$ cat src/rtl/match_controller_pkg.sv
// match_pkg: shared definitions for the match controller slice.
//   - state_t encoding (also exported as 3-bit constants for legacy users)
//   - width helpers for the packed lives / scores / winner fields
//   - default frame-tick constants
package match_pkg;

  typedef enum logic [2:0] {
    IDLE       = 3'd0,
    COUNTDOWN  = 3'd1,
    PLAYING    = 3'd2,
    ROUND_END  = 3'd3,
    MATCH_OVER = 3'd4
  } state_t;

  localparam logic [2:0] ST_IDLE       = 3'(IDLE);
  localparam logic [2:0] ST_COUNTDOWN  = 3'(COUNTDOWN);
  localparam logic [2:0] ST_PLAYING    = 3'(PLAYING);
  localparam logic [2:0] ST_ROUND_END  = 3'(ROUND_END);
  localparam logic [2:0] ST_MATCH_OVER = 3'(MATCH_OVER);

  localparam int DEF_RESPAWN_TICKS   = 60;
  localparam int DEF_COUNTDOWN_TICKS = 120;
  localparam int DEF_ROUND_END_TICKS = 90;
  localparam int DEF_ROUND_TICKS     = 3600;

  // Bits needed to hold 0..lives.
  function automatic int lives_width(input int lives);
    return $clog2(lives + 1);
  endfunction

  // Bits needed to hold 0..win_score.
  function automatic int score_width(input int win_score);
    return $clog2(win_score + 1);
  endfunction

  // Bits needed for a player index; never less than one.
  function automatic int index_width(input int num_players);
    return (num_players > 2) ? $clog2(num_players) : 1;
  endfunction

  function automatic int max_of(input int a, input int b);
    return (a > b) ? a : b;
  endfunction

endpackage

$ cat src/rtl/match_controller_if.sv
// match_controller_if: signal bundle between the game engine and the match
// controller.
//   slave  : the match controller (consumes start/frame_tick/hit, drives status)
//   master : the engine / testbench side
// Signals: start, frame_tick, hit[NUM_PLAYERS] in; freeze, alive, respawn,
// lives (packed LW per player, player 0 in LSBs), scores (packed SW per
// player), round_done, round_draw, winner, state out.
//
// Protocol: there is no back-pressure anywhere. frame_tick, hit, respawn and
// round_done are single-cycle strobes that are valid exactly in the cycle they
// are high and are consumed on that clock edge; the consumer is always ready.
// start is a level, sampled only while the controller is idle or match-over.
// round_draw qualifies round_done and holds until the next round ends.
interface match_controller_if #(
  parameter int NUM_PLAYERS = 2,
  parameter int LW          = 2,
  parameter int SW          = 2,
  parameter int IW          = 1
);
  logic                      start;
  logic                      frame_tick;
  logic [NUM_PLAYERS-1:0]    hit;
  logic                      freeze;
  logic [NUM_PLAYERS-1:0]    alive;
  logic [NUM_PLAYERS-1:0]    respawn;
  logic [NUM_PLAYERS*LW-1:0] lives;
  logic [NUM_PLAYERS*SW-1:0] scores;
  logic                      round_done;
  logic                      round_draw;
  logic [IW-1:0]             winner;
  logic [2:0]                state;

  modport slave (
    input  start, frame_tick, hit,
    output freeze, alive, respawn, lives, scores,
           round_done, round_draw, winner, state
  );

  modport master (
    output start, frame_tick, hit,
    input  freeze, alive, respawn, lives, scores,
           round_done, round_draw, winner, state
  );
endinterface

$ cat src/rtl/match_controller_tick_timer.sv
// tick_timer: loadable down-counter that advances only on frame_tick.
// Ports: clk, reset (async, active low), frame_tick, clear (highest priority,
// forces zero), load/load_val (beats a coincident tick, so a tick on the load
// edge is not counted), done (combinational: this tick takes the count 1->0).
// A count of zero is idle and never produces done.
module tick_timer #(
  parameter int W = 8
) (
  input  logic         clk,
  input  logic         reset,
  input  logic         frame_tick,
  input  logic         clear,
  input  logic         load,
  input  logic [W-1:0] load_val,
  output logic         done
);
  logic [W-1:0] count_q;

  assign done = frame_tick && (count_q == W'(1));

  always_ff @(posedge clk or negedge reset) begin
    if (!reset) begin
      count_q <= '0;
    end else if (clear) begin
      count_q <= '0;
    end else if (load) begin
      count_q <= load_val;
    end else if (frame_tick && (count_q != '0)) begin
      count_q <= count_q - 1'b1;
    end
  end
endmodule

$ cat src/rtl/match_controller.sv
// match_controller: round/match referee for N-player tank games.
// Ports: clk, reset (async, active low), bus (match_controller_if.slave):
//   start, frame_tick, hit in; freeze, alive, respawn, lives, scores,
//   round_done, round_draw, winner, state out.
// Build option: define SUDDEN_DEATH_EN to add a ROUND_TICKS round time limit;
// at expiry the unique player with the most lives wins, a tie is a draw.
module match_controller
  import match_pkg::*;
#(
  parameter int NUM_PLAYERS     = 2,
  parameter int LIVES           = 3,
  parameter int WIN_SCORE       = 3,
  parameter int RESPAWN_TICKS   = DEF_RESPAWN_TICKS,
  parameter int COUNTDOWN_TICKS = DEF_COUNTDOWN_TICKS,
  parameter int ROUND_END_TICKS = DEF_ROUND_END_TICKS,
  parameter int ROUND_TICKS     = DEF_ROUND_TICKS
) (
  input  logic             clk,
  input  logic             reset,
  match_controller_if.slave bus
);
  localparam int LW = lives_width(LIVES);
  localparam int SW = score_width(WIN_SCORE);
  localparam int IW = index_width(NUM_PLAYERS);
  localparam int RW = $clog2(RESPAWN_TICKS + 1);
  // One phase timer serves countdown, round-end hold and the round limit.
`ifdef SUDDEN_DEATH_EN
  localparam int PT = max_of(max_of(COUNTDOWN_TICKS, ROUND_END_TICKS), ROUND_TICKS);
`else
  localparam int PT = max_of(COUNTDOWN_TICKS, ROUND_END_TICKS);
`endif
  localparam int PW = $clog2(PT + 1);

  logic [2:0]                      state_q;
  logic [NUM_PLAYERS-1:0]          alive_q, respawn_q;
  logic [NUM_PLAYERS-1:0][LW-1:0]  lives_q, lives_nx;
  logic [NUM_PLAYERS-1:0][SW-1:0]  scores_q;
  logic                            round_done_q, round_draw_q;
  logic [IW-1:0]                   winner_q;

  logic                   playing, decided, round_over, match_won;
  logic [NUM_PLAYERS-1:0] acc, resp_done;
  logic [3:0]             n_surv;
  logic [LW-1:0]          top_lives;
  logic [IW-1:0]          top_idx;
  logic                   top_tie;
  logic                   phase_load, phase_clear, phase_done;
  logic [PW-1:0]          phase_val;

  assign playing = (state_q == ST_PLAYING);

  // Hit acceptance and post-hit lives. The round outcome is the unique holder
  // of the highest post-hit lives: with one survivor that is the survivor,
  // with none every player ties at zero (draw), and the same rule decides a
  // sudden-death timeout.
  always_comb begin
    acc       = '0;
    lives_nx  = lives_q;
    n_surv    = '0;
    top_lives = '0;
    top_idx   = '0;
    top_tie   = 1'b0;
    match_won = 1'b0;
    for (int i = 0; i < NUM_PLAYERS; i++) begin
      // Invulnerable on the respawn-pulse cycle.
      acc[i] = playing && bus.hit[i] && alive_q[i] && !respawn_q[i];
      if (acc[i] && (lives_q[i] != '0)) lives_nx[i] = lives_q[i] - 1'b1;
      if (lives_nx[i] != '0) n_surv = n_surv + 4'd1;
      if ((i == 0) || (lives_nx[i] > top_lives)) begin
        top_lives = lives_nx[i];
        top_idx   = IW'(i);
        top_tie   = 1'b0;
      end else if (lives_nx[i] == top_lives) begin
        top_tie = 1'b1;
      end
      if (scores_q[i] == SW'(WIN_SCORE)) match_won = 1'b1;
    end
  end

  assign decided = playing && (n_surv <= 4'd1);
`ifdef SUDDEN_DEATH_EN
  assign round_over = decided || (playing && phase_done);
`else
  assign round_over = decided;
`endif

  // Phase timer control mirrors the state transitions below.
  always_comb begin
    phase_load  = 1'b0;
    phase_clear = 1'b0;
    phase_val   = '0;
    case (state_q)
      ST_IDLE, ST_MATCH_OVER: if (bus.start) begin
        phase_load = 1'b1;
        phase_val  = PW'(COUNTDOWN_TICKS);
      end
      ST_COUNTDOWN: if (phase_done) begin
`ifdef SUDDEN_DEATH_EN
        phase_load = 1'b1;
        phase_val  = PW'(ROUND_TICKS);
`else
        phase_clear = 1'b1;
`endif
      end
      ST_PLAYING: if (round_over) begin
        phase_load = 1'b1;
        phase_val  = PW'(ROUND_END_TICKS);
      end
      ST_ROUND_END: if (phase_done) begin
        if (match_won) begin
          phase_clear = 1'b1;
        end else begin
          phase_load = 1'b1;
          phase_val  = PW'(COUNTDOWN_TICKS);
        end
      end
      default: phase_clear = 1'b1;
    endcase
  end

  tick_timer #(.W(PW)) u_phase (
    .clk(clk), .reset(reset), .frame_tick(bus.frame_tick),
    .clear(phase_clear), .load(phase_load), .load_val(phase_val),
    .done(phase_done)
  );

  // Respawn timers only run while a round is in play.
  for (genvar g = 0; g < NUM_PLAYERS; g++) begin : g_resp
    tick_timer #(.W(RW)) u_resp (
      .clk(clk), .reset(reset), .frame_tick(bus.frame_tick),
      .clear(!playing || round_over),
      .load(acc[g] && (lives_nx[g] != '0)),
      .load_val(RW'(RESPAWN_TICKS)),
      .done(resp_done[g])
    );
  end

  always_ff @(posedge clk or negedge reset) begin
    if (!reset) begin
      state_q      <= ST_IDLE;
      alive_q      <= '0;
      respawn_q    <= '0;
      lives_q      <= '0;
      scores_q     <= '0;
      round_done_q <= 1'b0;
      round_draw_q <= 1'b0;
      winner_q     <= '0;
    end else begin
      respawn_q    <= '0;
      round_done_q <= 1'b0;
      case (state_q)
        ST_IDLE, ST_MATCH_OVER: if (bus.start) begin
          state_q  <= ST_COUNTDOWN;
          scores_q <= '0;
        end
        ST_COUNTDOWN: if (phase_done) begin
          state_q   <= ST_PLAYING;
          lives_q   <= {NUM_PLAYERS{LW'(LIVES)}};
          alive_q   <= '1;
          respawn_q <= '1;
        end
        ST_PLAYING: begin
          lives_q   <= lives_nx;
          alive_q   <= (alive_q & ~acc) | resp_done;
          respawn_q <= resp_done;
          if (round_over) begin
            state_q      <= ST_ROUND_END;
            alive_q      <= '0;
            respawn_q    <= '0;
            round_done_q <= 1'b1;
            round_draw_q <= top_tie;
            if (!top_tie) begin
              winner_q <= top_idx;
              if (scores_q[top_idx] != SW'(WIN_SCORE))
                scores_q[top_idx] <= scores_q[top_idx] + 1'b1;
            end
          end
        end
        ST_ROUND_END: if (phase_done) begin
          state_q <= match_won ? ST_MATCH_OVER : ST_COUNTDOWN;
        end
        default: state_q <= ST_IDLE;
      endcase
    end
  end

  assign bus.freeze     = !playing;
  assign bus.alive      = alive_q;
  assign bus.respawn    = respawn_q;
  assign bus.lives      = lives_q;
  assign bus.scores     = scores_q;
  assign bus.round_done = round_done_q;
  assign bus.round_draw = round_draw_q;
  assign bus.winner     = winner_q;
  assign bus.state      = state_q;
endmodule

$ cat src/flat_wrapper.sv
// flat-port wrapper written by rule: the top's interface ports become plain ports
module match_controller_flat import match_pkg::*;
#(
  parameter int NUM_PLAYERS     = 2,
  parameter int LIVES           = 3,
  parameter int WIN_SCORE       = 3,
  parameter int RESPAWN_TICKS   = DEF_RESPAWN_TICKS,
  parameter int COUNTDOWN_TICKS = DEF_COUNTDOWN_TICKS,
  parameter int ROUND_END_TICKS = DEF_ROUND_END_TICKS,
  parameter int ROUND_TICKS     = DEF_ROUND_TICKS
)
  (clk, reset, bus_start, bus_frame_tick, bus_hit, bus_freeze, bus_alive, bus_respawn, bus_lives, bus_scores, bus_round_done, bus_round_draw, bus_winner, bus_state);
  match_controller_if #(.NUM_PLAYERS(NUM_PLAYERS), .LW(2), .SW(2), .IW(1)) bus_i ();
  input  logic clk;
  input  logic reset;
  input wire logic [$bits(bus_i.start)-1:0] bus_start;
  input wire logic [$bits(bus_i.frame_tick)-1:0] bus_frame_tick;
  input wire logic [$bits(bus_i.hit)-1:0] bus_hit;
  output wire logic [$bits(bus_i.freeze)-1:0] bus_freeze;
  output wire logic [$bits(bus_i.alive)-1:0] bus_alive;
  output wire logic [$bits(bus_i.respawn)-1:0] bus_respawn;
  output wire logic [$bits(bus_i.lives)-1:0] bus_lives;
  output wire logic [$bits(bus_i.scores)-1:0] bus_scores;
  output wire logic [$bits(bus_i.round_done)-1:0] bus_round_done;
  output wire logic [$bits(bus_i.round_draw)-1:0] bus_round_draw;
  output wire logic [$bits(bus_i.winner)-1:0] bus_winner;
  output wire logic [$bits(bus_i.state)-1:0] bus_state;
  assign bus_i.start = bus_start;
  assign bus_i.frame_tick = bus_frame_tick;
  assign bus_i.hit = bus_hit;
  assign bus_freeze = bus_i.freeze;
  assign bus_alive = bus_i.alive;
  assign bus_respawn = bus_i.respawn;
  assign bus_lives = bus_i.lives;
  assign bus_scores = bus_i.scores;
  assign bus_round_done = bus_i.round_done;
  assign bus_round_draw = bus_i.round_draw;
  assign bus_winner = bus_i.winner;
  assign bus_state = bus_i.state;
  match_controller #(.NUM_PLAYERS(NUM_PLAYERS), .LIVES(LIVES), .WIN_SCORE(WIN_SCORE), .RESPAWN_TICKS(RESPAWN_TICKS), .COUNTDOWN_TICKS(COUNTDOWN_TICKS), .ROUND_END_TICKS(ROUND_END_TICKS), .ROUND_TICKS(ROUND_TICKS)) u_core (.clk(clk), .reset(reset), .bus(bus_i));
endmodule
$ cat config.mk
export PLATFORM = sky130hd
export DESIGN_NAME = match_controller_flat
export DESIGN_NICKNAME = d
export VERILOG_FILES = /design/src/rtl/match_controller_pkg.sv /design/src/rtl/match_controller_if.sv /design/src/rtl/match_controller_tick_timer.sv /design/src/rtl/match_controller.sv /design/src/flat_wrapper.sv
export SDC_FILE = /design/constraint.sdc
export NUM_CORES = 1
export LEC_CHECK = 0
export BUFFER_PORTS_ARGS = -buffer_cell sky130_fd_sc_hd__buf_2
export CAP_MARGIN = 0
export CORE_ASPECT_RATIO = 0.6
export CORE_UTILIZATION = 50
export DETAILED_ROUTE_END_ITERATION = 7
export PLACE_DENSITY_LB_ADDON = 0.1
export SLEW_MARGIN = 25
export SYNTH_ARGS = -nofsm -noshare
export SYNTH_HDL_FRONTEND = slang
export SYNTH_SLANG_ARGS = --single-unit
$ cat constraint.sdc
create_clock -name clk -period 6.1 [get_ports clk]
set_clock_uncertainty 0.1 [all_clocks]
set_input_delay 0.915 -clock clk [delete_from_list [all_inputs] [get_ports clk]]
set_output_delay 0.915 -clock clk [all_outputs]
set_load 0.01 [all_outputs]
# Word level (Yosys, flattened, before mapping)
# Index checks and enable logic that the tools add are counted.
# W data, S select, Z words.
[word_totals]
ff_bits = 37
inputBits = 6
output_inout_bits = 19
word_cells = 144
[op_classes]
add_sub_neg = 7
magnitude_cmp = 4
n_eq_ne = 17
n_mux = 57
n_bitwise = 4
reduce_logical = 42
[op_table]
columns = ["op", "n"]
rows = [
  ["$mux W7", 7],
  ["$mux W6", 6],
  ["$mux W4", 6],
  ["$pmux W7 S3", 1],
  ["$logic_and A1 B1 Y1", 18],
  ["$mux W2", 9],
  ["$pmux W4 S2", 2],
  ["$mux W3", 5],
  ["$mux W1", 14],
  ["$eq A6 B1 Y1 const B", 2],
  ["$pmux W3 S4", 1],
  ["$reduce_bool A2 Y1", 6],
  ["$reduce_bool A6 Y1", 2],
  ["$sub A6 B1 Y6 const B", 2],
  ["$ne A2 B2 Y1 const B", 5],
  ["$reduce_bool A3 Y1", 3],
  ["$pmux W2 S2", 2],
  ["$eq A7 B1 Y1 const B", 1],
  ["$reduce_bool A7 Y1", 1],
  ["$sub A7 B1 Y7 const B", 1],
  ["$eq A3 B2 Y1 const B", 2],
  ["$pmux W1 S3", 2],
  ["$reduce_and A5 Y1", 1],
  ["$bwmux W4", 1],
  ["25 further kinds", 31],
]

# Depth between registers and ports, before layout
[depth]
word_depth = 17
ltp_mapped = 18
ltp_nobuf = 17

# Hierarchy
# From an unflattened synthesis, not the netlist that was laid out.
[hier_totals]
cells_unflattened = 295
hier_area_um2 = 2688.8
[by_module_without_submodules]
columns = ["module", "instances", "cells_per_inst", "area_each_um2", "seq_area_each_um2"]
rows = [
  ["match_controller", 1, 133, 1237.4, 450.4],
  ["tick_timer (u_core.g_resp[0].u_resp ...)", 2, 49, 457.9, 150.1],
  ["tick_timer (u_core.u_phase)", 1, 64, 535.5, 175.2],
]

# Worst setup path after synthesis
# No wires, ideal clock.
[synth_timing]
kind = "in2reg"
from = "input port bus_hit[1]"
to = "register u_core.u_phase.count_q[0]"
setup_ps = 130
arrival_time_ps = 3460
required_time_ps = 5870
path_slack_ps = 2410
cell_stages = 15
path_buffers = 0
cell_sequence = "nand3b_1 > nor3_4 > nor2_1 > a21oi_1 > ha_1 > nor2b_1 > o21ai_1 > mux2_2 > ha_1 > nor2_1 > a31oi_1 > nor2_1 > a21oi_1 > nor2b_4 > nor3b_2"
[synth_between]
elab_chain_len = 13
word_cells_on_any_way = 14
classes_between = "order compare (1); mux (6); reduce/logical (7)"
[synth_lines]
columns = ["element", "line", "rtl"]
rows = [
  ["from (decl)", "flat_wrapper.sv:18", "input wire logic [$bits(bus_i.hit)-1:0] bus_hit;"],
  ["$logic_and A1 B1 Y1 * (3 in a row)", "match_controller.sv:66", "acc[i] = playing && bus.hit[i] && alive_q[i] && !respawn_q[i];"],
  ["$logic_and A1 B1 Y1 *", "match_controller.sv:67", "if (acc[i] && (lives_q[i] != '0)) lives_nx[i] = lives_q[i] - 1'b1;"],
  ["$mux W2 *", "match_controller.sv:67", ""],
  ["$reduce_bool A2 Y1 *", "match_controller.sv:68", "if (lives_nx[i] != '0) n_surv = n_surv + 4'd1;"],
  ["$mux W4 *", "match_controller.sv:68", ""],
  ["$le A4 B1 Y1 *", "match_controller.sv:80", "assign decided = playing && (n_surv <= 4'd1);"],
  ["$logic_and A1 B1 Y1 *", "match_controller.sv:80", ""],
  ["$mux W1 *", "match_controller.sv:105", "ST_PLAYING: if (round_over) begin"],
  ["$pmux W1 S3 *", "match_controller.sv:92", "case (state_q)"],
  ["$mux W7", "match_controller_tick_timer.sv:26", "end else if (load) begin"],
  ["$mux W7", "match_controller_tick_timer.sv:24", "end else if (clear) begin"],
  ["to (signal assigned)", "match_controller_tick_timer.sv:27", "count_q <= load_val;"],
  ["to (signal assigned)", "match_controller_tick_timer.sv:29", "count_q <= count_q - 1'b1;"],
  ["to (decl)", "match_controller_tick_timer.sv:17", "logic [W-1:0] count_q;"],
]
# Every way passes the cells marked *; elsewhere a longest branch is shown, timed or not.
# A chain may end at the register's enable or synchronous reset.

# Worst setup path in the final report
[layout_timing]
from = "register u_core.state_q[1], in the netlist u_core.bus.state[1]"
to = "register u_core.u_phase.count_q[0]"
[layout_between]
elab_chain_len = 16
word_cells_on_any_way = 31
classes_between = "add/sub (1); order compare (1); eq/ne (4); mux (10); reduce/logical (15)"
[layout_lines]
columns = ["element", "line", "rtl"]
rows = [
  ["from (decl)", "match_controller.sv:34", "logic [2:0] state_q;"],
  ["from (signal assigned)", "match_controller.sv:180", "state_q <= match_won ? ST_MATCH_OVER : ST_COUNTDOWN;"],
  ["$eq A3 B2 Y1", "match_controller.sv:50, match_controller.sv:92", ""],
  ["$logic_and A1 B1 Y1 (3 in a row)", "match_controller.sv:66", ""],
  ["$logic_and A1 B1 Y1", "match_controller.sv:67", ""],
  ["$mux W2", "match_controller.sv:67", ""],
  ["$reduce_bool A2 Y1", "match_controller.sv:68", ""],
  ["$mux W1", "match_controller.sv:68", ""],
  ["$add A1 B1 Y2", "match_controller.sv:68", ""],
  ["$mux W4", "match_controller.sv:68", ""],
  ["$le A4 B1 Y1", "match_controller.sv:80", ""],
  ["$logic_and A1 B1 Y1", "match_controller.sv:80", ""],
  ["$mux W1", "match_controller.sv:105", ""],
  ["$pmux W1 S3", "match_controller.sv:92", ""],
  ["$mux W7", "match_controller_tick_timer.sv:26", ""],
  ["$mux W7", "match_controller_tick_timer.sv:24", ""],
]
# Several ways; a longest one is shown, not always the timed one.

==> summary.txt <==
DP Area: 2420 um^2
Post-CTS Setup Inserts: 0
Syn Nets: 253
Fin nets: 281
Gpl congestion: 0.821
FF-to-FF End: u_core.u_phase.count_q[0]
Share of post-route cells with drive strength above 1: 19.6%
Internal: 485 uW
Critical Path Start Type: flop
Worst EP required: 6160 ps
Reg power frac: 44.1%
First-pass GRT wire length: 8140 um
Worst hold path class: flop to flop
Top-area cell type share of the netlist area: 41.2%
Initial antenna violation count: 0
Buffers & Inverters on Critical Path: 1
Final period util: 65.3%
Number of flops mapped to enable cells by yosys: 0
CP Max Fanout: 10
Die H: 53.9 um
Max clock buf depth: 2
Clock Latency Late Sink: 290 ps
Initial core utilization: 53.4%
Max VDD drop: 125 uV
Critical path class: flop to flop
Critical path, cell by cell: nand2b_4 -> nor2_8 -> inv_6 -> nor3_4 -> nand2_1 -> o21ai_0 -> ha_1 -> nor2b_1 -> o21ai_1 -> mux2_2 -> ha_1 -> nor2_1 -> a31oi_1 -> nor2_1 -> a21oi_1 -> nor2b_4 -> nor3b_2
Pwr Total: 715 uW
Post-CTS Hold Buffers: 0
Crit path from: u_core.bus.state[1]
Mapped cell area: 2250 um^2
Num CTS Buffers: 5
Yosys reg bits: 37
FP Rows: 18
Yosys top cell by area: dfrtp_1
GRT Residual Overflow: 0
Leak pwr: 0.00118 uW
Vias: 1,887
Number of global-route vias before repair: 1,683
Die area: 4780 um^2
Synth unique cells: 52
Port Buffers: 24
Clock root cell: clkbuf_8
CTS Sinks: 37
Routed len/inst: 15.1 um
Drt total wl: 4890 um
Routed Antenna Nets: 0
Arrival @ worst endpoint: 4050 ps
Area grow syn2layout: 13.3%
Min Tclk post-route: 3990 ps
Pwr Density: 281 nW/um^2
Via density: 5.81
Slew @ Worst Pin: 824 ps
P_sw: 229 uW
Ys Warns: 0
FF-to-FF setup slack: 2110 ps
Clock H-tree levels: 2
Unrepaired setup endpoints after global routing: false
Family with the most delay on the worst path: simple AND/OR/NAND/NOR gates
Final Cell Area: 2540 um^2
Fillcell total: 375
Outcome: finished clean
Reg clk slew, reported paths: 70 ps
Sequential area share after synthesis: 41.2%
Sw Share: 32.1%
Ys flop type: dfrtp_1
Core ar.: 4210 um^2
Final Max Tran Viols: 0
Cts repair resizes: 0
DRT iter0 DRCs: 133
Hold path cells: 1
RR Startpoint: u_core.bus.state[1]
Post-DP HPWL: 3560 um
# IOs: 25
Pin count of the biggest net entering global routing: 38
Fmax achieved: 251 MHz
CP max stage delay: 550 ps
CP endpoint: u_core.u_phase.count_q[0]
Final setup violating endpoints: 0
Cells after synthesis: 236
Die W: 88.5 um
Top cells by area, synth: dfrtp_1 41%, ha_1 6.1%, a21oi_1 4.0%
Slowest-stage cell, CP: dfrtp_1
CP endpoint kind: flop
Hold Violations, Final: 0
GRT Resource Usage Total: 23.3%
# diodes: 0
Reg2Reg Depth: 17
# Max-Cap Violations: 0
Cell count along the critical path: 17
Drt pass-1 iters: 4
CTS tree: yes
Syn_area_per_cell: 9.52 um^2
Clock share of power: 31.1%
Fin Setup TNS: 0 ps
Async SR Flop Fraction: 100%
Rel. slew slack: 45.0%
Logic pwr share: 24.7%
Drt drc: 0
==> layout by cell type (no fill, tap or decap), types with 2 or more instances in the layout <==
cell type	instances
dfrtp_1	37
buf_2	24
nor2_1	23
a21oi_1	18
nand2_1	16
inv_1	13
ha_1	11
nor3_1	10
o21ai_0	8
a311oi_1	7
nor2b_1	6
nand3_1	6
clkbuf_8	6
xnor2_1	5
nand3b_1	4
mux2i_1	4
o21ai_1	4
xor2_1	4
or3_1	4
nand2b_1	3
o31ai_1	3
o2bb2ai_1	3
nor3_4	2
nand2_2	2
nor4_1	2
a31o_2	2
mux2_2	2
a31oi_1	2
nor3b_1	2
nor3b_2	2
or3b_2	2
o31a_1	2
or2_2	2
a311o_1	2
a21boi_0	2
a2111oi_0	2
==> power groups by stage <==
stage                     combinational [uW]  clock (uW)  sequential (uW)
final                                    177         223              316
after floorplan                          141           0              309
after CTS                                176         229              314
after global routing                     200         242              320
after detailed placement                 174           0              319
after global placement                   173           0              319
==> worst min path at each step <==
stage / slack (ps) / end / from
after floorplan: 380 / u_core.g_resp[0].u_resp.count_q[5] / u_core.g_resp[0].u_resp.count_q[5]
after global placement: 380 / u_core.bus.winner / u_core.bus.winner
after detailed placement: 380 / u_core.bus.winner / u_core.bus.winner
after CTS: 400 / u_core.bus.winner / u_core.bus.winner
after global routing: 430 / u_core.bus.winner / u_core.bus.winner
final: 400 / u_core.bus.winner / u_core.bus.winner
==> sequential cells by signal (all words and copies together) (netlist names) <==
name                          count
u_core.bus.round_draw             1
u_core.bus.winner                 1
u_core.bus.alive                  2
u_core.bus.lives                  4
u_core.bus.round_done             1
u_core.bus.scores                 4
u_core.bus.respawn                2
u_core.u_phase.count_q            7
u_core.g_resp.u_resp.count_q     12
u_core.bus.state                  3
==> cells in the mapped netlist, types with 3 or more instances <==
master,number
o2bb2ai_1,3
nand3b_1,4
nand2b_1,3
o31ai_1,3
inv_1,13
nor2_1,23
o21ai_1,4
nand3_1,6
nor2b_1,6
mux2i_1,4
o21ai_0,8
xnor2_1,5
dfrtp_1,37
nand2_1,16
xor2_1,4
a21oi_1,18
or3_1,4
ha_1,11
a311oi_1,7
nor3_1,10
==> routing by layer <==
layer / routed length (um) / vias to the layer above / global-route usage [%]
met5: 0 / - / 0
met4: 38 / 0 / 6.99
met3: 331 / 4 / 5.83
met2: 1970 / 64 / 32.9
met1: 2560 / 896 / 35.0
li1: - / 923 / -
==> metrics by stage <==
step                hold slack [ps]  cells  util, %  setup WS, ps
CTS                             403    325     60.4          2170
detailed placement              382    317     57.6          1910
global route                    433    325     60.4          1800
finish                          395    325     60.4          2110
floorplan                       383    236        -          2410
global placement                381    317     57.6          1980
==> layout make-up <==
| type | instances | area [um^2] | share of cell area (%) |
|---|---|---|---|
| Clock buffer | 6 | 82.6 | 3.24 |
| Clock inverter | 2 | 37.5 | 1.47 |
| Inverter | 15 | 63.8 | 2.51 |
| Multi-Input combinational cell | 181 | 1240 | 48.7 |
| Sequential cell | 37 | 926 | 36.4 |
| Tap cell | 60 | 75.1 | 2.95 |
| Timing Repair Buffer | 24 | 120 | 4.72 |
==> cells by family after synthesis <==
| group | Yosys count | share of synthesized area, % |
|---|---|---|
| buf+inv | 18 | 3.62 |
| xor+xnor | 9 | 3.51 |
| simple gates | 95 | 24.8 |
| mux | 6 | 2.78 |
| fa+ha+maj | 11 | 6.12 |
| flops | 37 | 41.2 |
| compound gates | 60 | 18.0 |
Note: power is estimated with default switching activity, not from simulation.
